`src/rtl/jt03_wrq_pkg.sv`:
```
// jt03_wrq_pkg: shared types and constants for the jt03_wrq write queue.
//   state_t    - sequencer states (IDLE, ADDR, AWAIT, DATA, BUSY)
//   BUSY_BIT   - busy flag position in the chip status byte
//   wait_width - wait-counter width able to hold the larger of the two waits
package jt03_wrq_pkg;

  typedef enum logic [2:0] {
    ST_IDLE,
    ST_ADDR,
    ST_AWAIT,
    ST_DATA,
    ST_BUSY
  } state_t;

  localparam int unsigned BUSY_BIT = 7;

  function automatic int unsigned wait_width(input int unsigned a, input int unsigned b);
    int unsigned m;
    m = (a > b) ? a : b;
    return (m < 1) ? 1 : $clog2(m + 1);
  endfunction

endpackage

```
`src/rtl/jt03_wrq_fifo.sv`:
```
// jt03_wrq_fifo: synchronous first-word-fall-through FIFO, 2^AW entries.
//   rst/clk    - async active-high reset, clock
//   wr/din     - push strobe and data (accepted when not full, or when popping)
//   rd/dout    - pop strobe (ignored when empty) and head of queue
//   full/empty - occupancy flags
//   level      - occupancy, 0 .. 2^AW
module jt03_wrq_fifo #(
  parameter int AW = 4,
  parameter int DW = 16
) (
  input  logic          rst,
  input  logic          clk,
  input  logic          wr,
  input  logic [DW-1:0] din,
  input  logic          rd,
  output logic [DW-1:0] dout,
  output logic          full,
  output logic          empty,
  output logic [AW:0]   level
);

  localparam int unsigned DEPTH = 1 << AW;

  logic [DW-1:0] mem [DEPTH];
  logic [AW-1:0] wr_ptr;
  logic [AW-1:0] rd_ptr;
  logic          do_wr;
  logic          do_rd;

  assign full  = (level == (AW+1)'(DEPTH));
  assign empty = (level == '0);
  assign dout  = mem[rd_ptr];

  // A simultaneous pop frees a slot, so a push is taken even when full.
  assign do_rd = rd & ~empty;
  assign do_wr = wr & (~full | do_rd);

  always_ff @(posedge clk) begin
    if (do_wr) mem[wr_ptr] <= din;
  end

  always_ff @(posedge clk or posedge rst) begin
    if (rst) begin
      wr_ptr <= '0;
      rd_ptr <= '0;
      level  <= '0;
    end else begin
      if (do_wr) wr_ptr <= wr_ptr + 1'b1;
      if (do_rd) rd_ptr <= rd_ptr + 1'b1;
      case ({do_wr, do_rd})
        2'b10:   level <= level + 1'b1;
        2'b01:   level <= level - 1'b1;
        default: level <= level;
      endcase
    end
  end

endmodule

```
`src/rtl/jt03_wrq.sv`:
```
// jt03_wrq: register-write queue and bus sequencer in front of the YM2203
// wrapper. Host pushes (reg,val) pairs; each is replayed as an address
// write, ADDR_WAIT idle ticks, a data write, then a busy interval.
//   rst, clk, cen               - async reset, clock, chip clock enable
//   wr_req, wr_reg, wr_val      - host push interface
//   full, empty, level, ovf     - queue status (ovf sticky until rst)
//   idle                        - queue empty and sequencer idle
//   chip_din/addr/cs_n/wr_n     - registered chip bus outputs
//   chip_dout                   - chip status input (bit 7 = busy)
// Build option: JT03_WRQ_BUSY_EN - BUSY polls the status register instead of
// counting DATA_WAIT ticks.
module jt03_wrq
  import jt03_wrq_pkg::*;
#(
  parameter int AW        = 4,
  parameter int ADDR_WAIT = 4,
  parameter int DATA_WAIT = 24
) (
  input  logic        rst,
  input  logic        clk,
  input  logic        cen,
  input  logic        wr_req,
  input  logic [7:0]  wr_reg,
  input  logic [7:0]  wr_val,
  output logic        full,
  output logic        empty,
  output logic [AW:0] level,
  output logic        ovf,
  output logic        idle,
  output logic [7:0]  chip_din,
  output logic        chip_addr,
  output logic        chip_cs_n,
  output logic        chip_wr_n,
  input  logic [7:0]  chip_dout
);

  localparam int unsigned CW = wait_width(ADDR_WAIT, DATA_WAIT);
  localparam logic [CW-1:0] ADDR_LOAD = CW'((ADDR_WAIT > 0) ? ADDR_WAIT - 1 : 0);
`ifndef JT03_WRQ_BUSY_EN
  localparam logic [CW-1:0] DATA_LOAD = CW'((DATA_WAIT > 0) ? DATA_WAIT - 1 : 0);
`endif

  state_t        state;
  logic [CW-1:0] cnt;
  logic [15:0]   head;
  logic          pop;
  logic          dout_unused;
`ifdef JT03_WRQ_BUSY_EN
  logic          first_poll;
`endif

  assign dout_unused = &chip_dout;
  assign pop  = cen & (state == ST_DATA);
  assign idle = empty & (state == ST_IDLE);

  jt03_wrq_fifo #(.AW(AW), .DW(16)) u_fifo (
    .rst   (rst),
    .clk   (clk),
    .wr    (wr_req),
    .din   ({wr_reg, wr_val}),
    .rd    (pop),
    .dout  (head),
    .full  (full),
    .empty (empty),
    .level (level)
  );

  // Drops only happen when full and no pop frees a slot this edge.
  always_ff @(posedge clk or posedge rst) begin
    if (rst) ovf <= 1'b0;
    else if (wr_req && full && !pop) ovf <= 1'b1;
  end

  // Bus outputs are produced on the tick a state is left, so each strobe
  // is registered and lasts exactly one cen tick.
  always_ff @(posedge clk or posedge rst) begin
    if (rst) begin
      state     <= ST_IDLE;
      cnt       <= '0;
      chip_din  <= '0;
      chip_addr <= 1'b0;
      chip_cs_n <= 1'b1;
      chip_wr_n <= 1'b1;
`ifdef JT03_WRQ_BUSY_EN
      first_poll <= 1'b0;
`endif
    end else if (cen) begin
      chip_cs_n <= 1'b1;
      chip_wr_n <= 1'b1;
      case (state)
        ST_IDLE: begin
          if (!empty) state <= ST_ADDR;
        end
        ST_ADDR: begin
          chip_addr <= 1'b0;
          chip_din  <= head[15:8];
          chip_cs_n <= 1'b0;
          chip_wr_n <= 1'b0;
          cnt       <= ADDR_LOAD;
          state     <= ST_AWAIT;
        end
        ST_AWAIT: begin
          if (cnt == '0) state <= ST_DATA;
          else cnt <= cnt - 1'b1;
        end
        ST_DATA: begin
          chip_addr <= 1'b1;
          chip_din  <= head[7:0];
          chip_cs_n <= 1'b0;
          chip_wr_n <= 1'b0;
          state     <= ST_BUSY;
`ifdef JT03_WRQ_BUSY_EN
          first_poll <= 1'b1;
`else
          cnt <= DATA_LOAD;
`endif
        end
        ST_BUSY: begin
`ifdef JT03_WRQ_BUSY_EN
          // First tick only opens the status read; the status byte is
          // meaningful from the next tick on.
          chip_addr <= 1'b0;
          chip_cs_n <= 1'b0;
          if (first_poll) begin
            first_poll <= 1'b0;
          end else if (!chip_dout[BUSY_BIT]) begin
            chip_cs_n <= 1'b1;
            state     <= ST_IDLE;
          end
`else
          if (cnt == '0) state <= ST_IDLE;
          else cnt <= cnt - 1'b1;
`endif
        end
        default: state <= ST_IDLE;
      endcase
    end
  end

endmodule

```
`config.mk`:
```
export PLATFORM = sky130hd
export DESIGN_NAME = jt03_wrq
export DESIGN_NICKNAME = d
export VERILOG_FILES = /design/src/rtl/jt03_wrq_pkg.sv /design/src/rtl/jt03_wrq_fifo.sv /design/src/rtl/jt03_wrq.sv
export SDC_FILE = /design/constraint.sdc
export NUM_CORES = 1
export LEC_CHECK = 0
export ABC_AREA = 0
export BUFFER_PORTS_ARGS = -buffer_cell sky130_fd_sc_hd__clkbuf_2
export CAP_MARGIN = 25
export CORE_MARGIN = 2
export CORE_UTILIZATION = 40
export DETAILED_ROUTE_END_ITERATION = 10
export GPL_TIMING_DRIVEN = 0
export HOLD_SLACK_MARGIN = 0.05
export PLACE_DENSITY = 0.54
export RECOVER_POWER = 25
export SETUP_SLACK_MARGIN = 0.1
export SLEW_MARGIN = 20
export SYNTH_ARGS = -nofsm -noshare
export SYNTH_HDL_FRONTEND = slang
export SYNTH_HIERARCHICAL = 1
export SYNTH_SLANG_ARGS = --single-unit
```
`constraint.sdc`:
```
create_clock -name clk -period 3.4 [get_ports clk]
set_clock_uncertainty 0.2 [all_clocks]
set_input_delay 0.17 -clock clk [delete_from_list [all_inputs] [get_ports clk]]
set_output_delay 0.17 -clock clk [all_outputs]
set_load 0.005 [all_outputs]
```
After elaboration in Yosys (flattened, before gate mapping)
Memories as Yosys holds them, arrays and structs flattened.
Index checks and enable logic that the tools add are counted.
{"block": "op_classes", "n_addsub": 5, "n_eq_ne": 11, "muxes": 12, "bitwise_logic": 7, "n_reduce_logical": 14}
{"operator": "$pmux 8 s2", "count": 1}
{"operator": "$pmux 3 s5", "count": 1}
{"operator": "$pmux 5 s3", "count": 1}
{"operator": "$logic_not 5->1", "count": 2}
{"operator": "$pmux 5 s2", "count": 1}
{"operator": "$sub 5x1->5 const B", "count": 2}
{"operator": "$mux 3", "count": 3}
{"operator": "$add 4x1->4 const B", "count": 2}
{"operator": "$ne 2x2->1 const B", "count": 4}
{"operator": "$eq 3x2->1 const B", "count": 2}
{"operator": "$add 5x1->5 const B", "count": 1}
{"operator": "$eq 5x5->1 const B", "count": 1}
{"operator": "$mux 5", "count": 1}
{"operator": "$and 1x1->1", "count": 4}
{"operator": "$reduce_and 4->1", "count": 1}
{"operator": "$reduce_bool 2->1", "count": 2}
{"operator": "$reduce_or 2->1", "count": 2}
{"operator": "$eq 3x1->1 const B", "count": 1}
{"operator": "$eq 3x3->1 const B", "count": 1}
{"operator": "$logic_not 3->1", "count": 1}
{"operator": "$mux 1", "count": 3}
{"operator": "$reduce_and 3->1", "count": 1}
{"operator": "$reduce_bool 3->1", "count": 1}
{"operator": "$eq 2x1->1 const B", "count": 1}
{"operator": "other kinds (7)", "count": 9}
{"block": "word_totals", "ff_bits": 32, "ram_bits": 256, "in_bits": 28, "mem_count": 1}
{"memory": "u_fifo.mem", "depth": 16, "width": 16, "rd": 1, "rd_ports_with_merged_regs": 0, "wr": 1, "line": "jt03_wrq_fifo.sv:24", "text": "logic [DW-1:0] mem [DEPTH];"}

Depth between registers and ports, before layout
{"block": "depth", "ltp_word": 7, "ltp_mapped": 14, "depth_no_buf": 12}

Cells and area by module
The synthesis kept the hierarchy.
{"module": "jt03_wrq_fifo", "instances": 1, "cells_per_inst": 503, "area_per_inst_um2": 10576.4}
{"module": "jt03_wrq", "instances": 1, "cells_per_inst": 116, "area_per_inst_um2": 1057.3}

Worst setup path after synthesis
No wires, ideal clock.
{"block": "synth_timing", "path_type": "reg2reg", "start": "register state[2]", "end": "register u_fifo.level[4]", "setup_ps": 87, "arrival_time_ps": 2730, "required_ps": 3113, "slack_ps": 384, "stages_incl_launch_ff": 14, "period_less_slack_ps": 3016, "path_cell_list": "dfrtp_1 -> buf_4 -> nand3b_1 -> inv_1 -> nand2_1 -> inv_1 -> buf_2 -> nand2_1 -> or2_2 -> fa_1 -> nand2b_1 -> a2111o_1 -> o31a_1 -> o211ai_1"}
{"block": "synth_via", "elab_chain_len": 7, "elab_cells_between_ends": 9, "classes_between": "3 x eq/ne; 1 x mux; 4 x bitwise; 1 x reduce/logical"}
{"element": "start, declared", "line": "jt03_wrq.sv:43", "text": "state_t state;"}
{"element": "start signal, assigned", "line": "jt03_wrq.sv:78", "text": "state <= ST_IDLE;"}
{"element": "start signal, assigned", "line": "jt03_wrq.sv:92", "text": "if (!empty) state <= ST_ADDR;"}
{"element": "start signal, assigned", "line": "jt03_wrq.sv:100", "text": "state <= ST_AWAIT;"}
{"element": "$eq 3x2->1 (*)", "line": "jt03_wrq.sv:53", "text": "assign pop = cen & (state == ST_DATA);"}
{"element": "$and 1x1->1 (*)", "line": "jt03_wrq.sv:53"}
{"element": "named net pop", "line": "jt03_wrq.sv:46", "text": "logic pop;"}
{"element": "$and 1x1->1 (*)", "line": "jt03_wrq_fifo.sv:35", "text": "assign do_rd = rd & ~empty;"}
{"element": "$or 1x1->1", "line": "jt03_wrq_fifo.sv:36", "text": "assign do_wr = wr & (~full | do_rd);"}
{"element": "$and 1x1->1", "line": "jt03_wrq_fifo.sv:36"}
{"element": "$eq 2x1->1 or $eq 2x2->1 (tied branches)", "line": "jt03_wrq_fifo.sv:50", "text": "case ({do_wr, do_rd})"}
{"element": "$pmux 5 s2 or $reduce_bool 2->1 (tied branches)"}
{"element": "end signal, assigned", "line": "jt03_wrq_fifo.sv:51", "text": "2'b10: level <= level + 1'b1;"}
{"element": "end signal, assigned", "line": "jt03_wrq_fifo.sv:52", "text": "2'b01: level <= level - 1'b1;"}
{"element": "end signal, assigned", "line": "jt03_wrq_fifo.sv:53", "text": "default: level <= level;"}
{"element": "end, declared", "line": "jt03_wrq_fifo.sv:19", "text": "output logic [AW:0] level"}
Mark *: on every way through the listed nets, which the timed path passes. The rest lies on a longest branch.
A chain may end at the register's enable or synchronous reset.

Worst setup path in the final report
Same ends and word-level chain as after synthesis.

==> flow_summary_export.csv <==
group,metric,value,unit
power_and_ir_drop,combPwrFrac,27.4,%
timing,worst_pin_slew,1.055,ns
timing,maxSlewHeadroom,29.65,%
power_and_ir_drop,vdd_drop_max,385.9,uV
global_route,track_usage,16.79,%
synthesis,synth_cell_types,62,
cells_and_area,antenna_cells,0,
floorplan,dieArea,30460,um2
flow_run,cap_violations,0,
critical_path,required,3.62,ns
power_and_ir_drop,clock_power_share,31.6,%
global_route,grt_overflow,0,
power_and_ir_drop,p_sw_share,29.55,%
clock_tree,clock_sinks,288,
critical_path,cpMaxStageDelayCell,"fa_1",
synthesis,ys_warn_count,6,
route,num_vias,6046,
critical_path,crit_path_end_kind,"flop",
power_and_ir_drop,p_leak,4.676,nW
route,routed_wl,24.99,mm
cells_and_area,final_nets,754,
global_route,grt_pass1_vias,6205,
route,ant_nets,0,
hold_path,hold_path_class,"primary input to async pin",
route,drt-vias-per-instance,5.379,
floorplan,start_util,40.53,%
global_route,antenna_found_initial,0,
power_and_ir_drop,seq_power_share,41.0,%
placement,io_buffers,38,
critical_path,ff2ff_setup_slack,0.25,ns
route,dr.pass1.iters,4,
synthesis,ys_seq_area_share,72.97,%
clock_tree,clk_latency,0.52,ns
placement,pre_cts_ws,0.002362,ns
clock_tree,clk_pin_slew,0.06,ns
power_and_ir_drop,power.total,0.01118,W
run_status,status,"complete, no violations",
critical_path,critical_path.max_stage_delay,0.40,ns
critical_path,reg2reg_depth,13,
cells_and_area,syn2layout_area_growth,16.96,%
critical_path,crit-reg2reg-launch,"state[2]$_DFFE_PP0P_",
synthesis,synth_edf_count,256,
critical_path,startpoint_type,"flop",
floorplan,core,28700,um2
timing,setup-violations-final,0,
synthesis,ys_ff_latch,288,
timing,period_share,92.69,%
timing,setup_slack,0.2487,ns
placement,gp_congestion,0.8614,
cells_and_area,final_common_cell,"edfxtp_1",
timing,min_period,3.151,ns
floorplan,row_count,62,
synthesis,syn_inst,619,
critical_path,worstSetupPathType,"flop to flop",
cells_and_area,final_cell_mix,"edfxtp_1 (256), mux4_2 (64), clkbuf_16 (34), a22oi_1 (33), nand2_1 (32)",
floorplan,die_y,174.5,um
critical_path,worstPathMaxFanout,10,
timing,fmax,0.3173,GHz
route,drt_iter0_markers,462,
placement,dpl.hpwl,15.87,mm
timing,hold_violations,0,
clock_tree,cts.root.buffer_cell,"clkbuf_16",
clock_tree,cts_inserted_buffers,34,
critical_path,rr_endpoint,"u_fifo/level[4]$_DFFE_PP0P_",
power_and_ir_drop,p_switching,0.003305,W
clock_tree,clockBufferDepth,3,
cells_and_area,drive_gt1_share,23.38,%
power_and_ir_drop,p_int,0.007878,W
synthesis,synthFlopType,"edfxtp_1",
timing,finalSetupTns,0,ns
synthesis,synth_area,11630,um2
timing,rsz0062_at_grt,"false",
clock_tree,cts_tree,"done",
power_and_ir_drop,power_density,821.8,nW/um2
route,wl_per_cell,22.23,um
critical_path,cp.arrival,3.37,ns
global_route,grt_pass1_wl,37.80,mm
clock_tree,cts-htree-levels,2,
synthesis,async_flop_share,11.11,%
timing,maxSlewViolCount,0,
cells_and_area,final_util,47.41,%
floorplan,ios,48,
synthesis,syn_nets,658,
floorplan,die_width,174.5,um
critical_path,crit_chain,"buf_4 -> nand3b_1 -> inv_2 -> nand2_2 -> inv_2 -> buf_4 -> nand2_2 -> or2_2 -> fa_1 -> nand2b_1 -> a2111o_1 -> o31a_1 -> o211ai_1",
synthesis,avgSynthCellArea,18.79,um2
route,drc,0,
global_route,grt_max_degree,20,
per-stage QoR:
stage                     hold WS (ns)  instance area, um2  cells
final                          0.08732               13610   1124
after detailed placement       0.06954               12300   1041
after CTS                      0.09376               13590   1122
after global routing            0.1239               13610   1124
after global placement         0.04601               12300   1041
after floorplan                -0.1530               11630    619
cell type report:
class | instances | area (um2)
Buffer | 32 | 151.4
Clock buffer | 43 | 894.6
Clock inverter | 18 | 195.2
Fill cell | 2478 | 15100
Inverter | 16 | 60.06
Multi-Input combinational cell | 283 | 2940
Sequential cell | 288 | 8489
Tap cell | 384 | 480.5
Timing Repair Buffer | 60 | 395.4
what timing repair did:
action | in CTS | in global routing
endpoints found under the hold margin | 300 | 0
endpoints found under the setup margin | 45 | 115
setup buffers | 1 | 1
hold buffers | 19 | 0
gates resized for setup | 0 | 6
pin swaps | 0 | 0
power by group through the flow:
| stage | Clock, W | Sequential (W) | Combinational, W |
|---|---|---|---|
| 2_1_floorplan | 0 | 0.00460 | 0.00216 |
| 3_3_place_gp | 0 | 0.00463 | 0.00302 |
| 3_5_place_dp | 0 | 0.00466 | 0.00308 |
| 4_1_cts | 0.00362 | 0.00459 | 0.00312 |
| 5_1_grt | 0.00377 | 0.00463 | 0.00335 |
| 6_report | 0.00353 | 0.00458 | 0.00307 |
worst max-delay path, delay by kind of cell, from the launching register on:
| kind | cells | cell delay [ns] |
|---|---|---|
| DFF | 1 | 0.38 |
| AOI/OAI and AO/OA | 3 | 0.68 |
| and+or+nand+nor | 5 | 0.88 |
| adders and majority gates | 1 | 0.40 |
| buffers and inverters | 4 | 0.52 |
per-layer routing:
metal	share of wire [%]	wire length (um)	track usage (%)	up-vias
met5	0	0	0	-
met4	1.4	348	3.750	0
met3	5.5	1382	3.325	31
met2	48	11980	27.15	142
met1	45	11270	23.79	3161
li1	-	-	-	2712
cell families (layout without fill, tap and decap cells):
| kind of cell | Yosys count | after routing | share of synthesized area [%] |
|---|---|---|---|
| muxes | 70 | 70 | 12.99 |
| xor gates and xnor gates | 9 | 9 | 0.6776 |
| adders and majority gates | 11 | 11 | 1.248 |
| and+or+nand+nor | 107 | 107 | 5.152 |
| AOI/OAI and AO/OA | 86 | 86 | 5.162 |
| buffers and inverters | 48 | 169 | 1.796 |
| DFF | 288 | 288 | 72.97 |
cell usage after synthesis (all sizes together), types with 9 or more instances:
master | instances | area [um2]
edfxtp | 256 | 7687
mux4 | 64 | 1441
clkbuf | 11 | 41.29
o22ai | 9 | 56.30
ha | 10 | 125.1
buf | 21 | 107.6
nand2 | 36 | 145.1
and3 | 18 | 112.6
nor2 | 17 | 73.82
o21ai | 17 | 88.83
a22oi | 33 | 247.7
dfrtp | 31 | 775.7
inv | 16 | 60.06
sequential cells by signal, indices dropped and copies added (netlist names):
register       flops
state              3
cnt                5
ovf                1
chip_din           8
u_fifo/rd_ptr      4
chip_addr          1
u_fifo/mem       256
u_fifo/wr_ptr      4
u_fifo/level       5
chip_wr_n          1
worst max path at each step:
| stage | startpoint | to |
|---|---|---|
| finish | state[2]$_DFFE_PP0P_ | u_fifo/level[4]$_DFFE_PP0P_ |
| floorplan | state[2]$_DFFE_PP0P_ | u_fifo/level[4]$_DFFE_PP0P_ |
| detailed placement | state[2]$_DFFE_PP0P_ | u_fifo/level[4]$_DFFE_PP0P_ |
| CTS | state[2]$_DFFE_PP0P_ | u_fifo/level[4]$_DFFE_PP0P_ |
| global route | state[2]$_DFFE_PP0P_ | u_fifo/level[4]$_DFFE_PP0P_ |
| global placement | state[2]$_DFFE_PP0P_ | u_fifo/level[4]$_DFFE_PP0P_ |
Power figures use the tool's default switching activity.
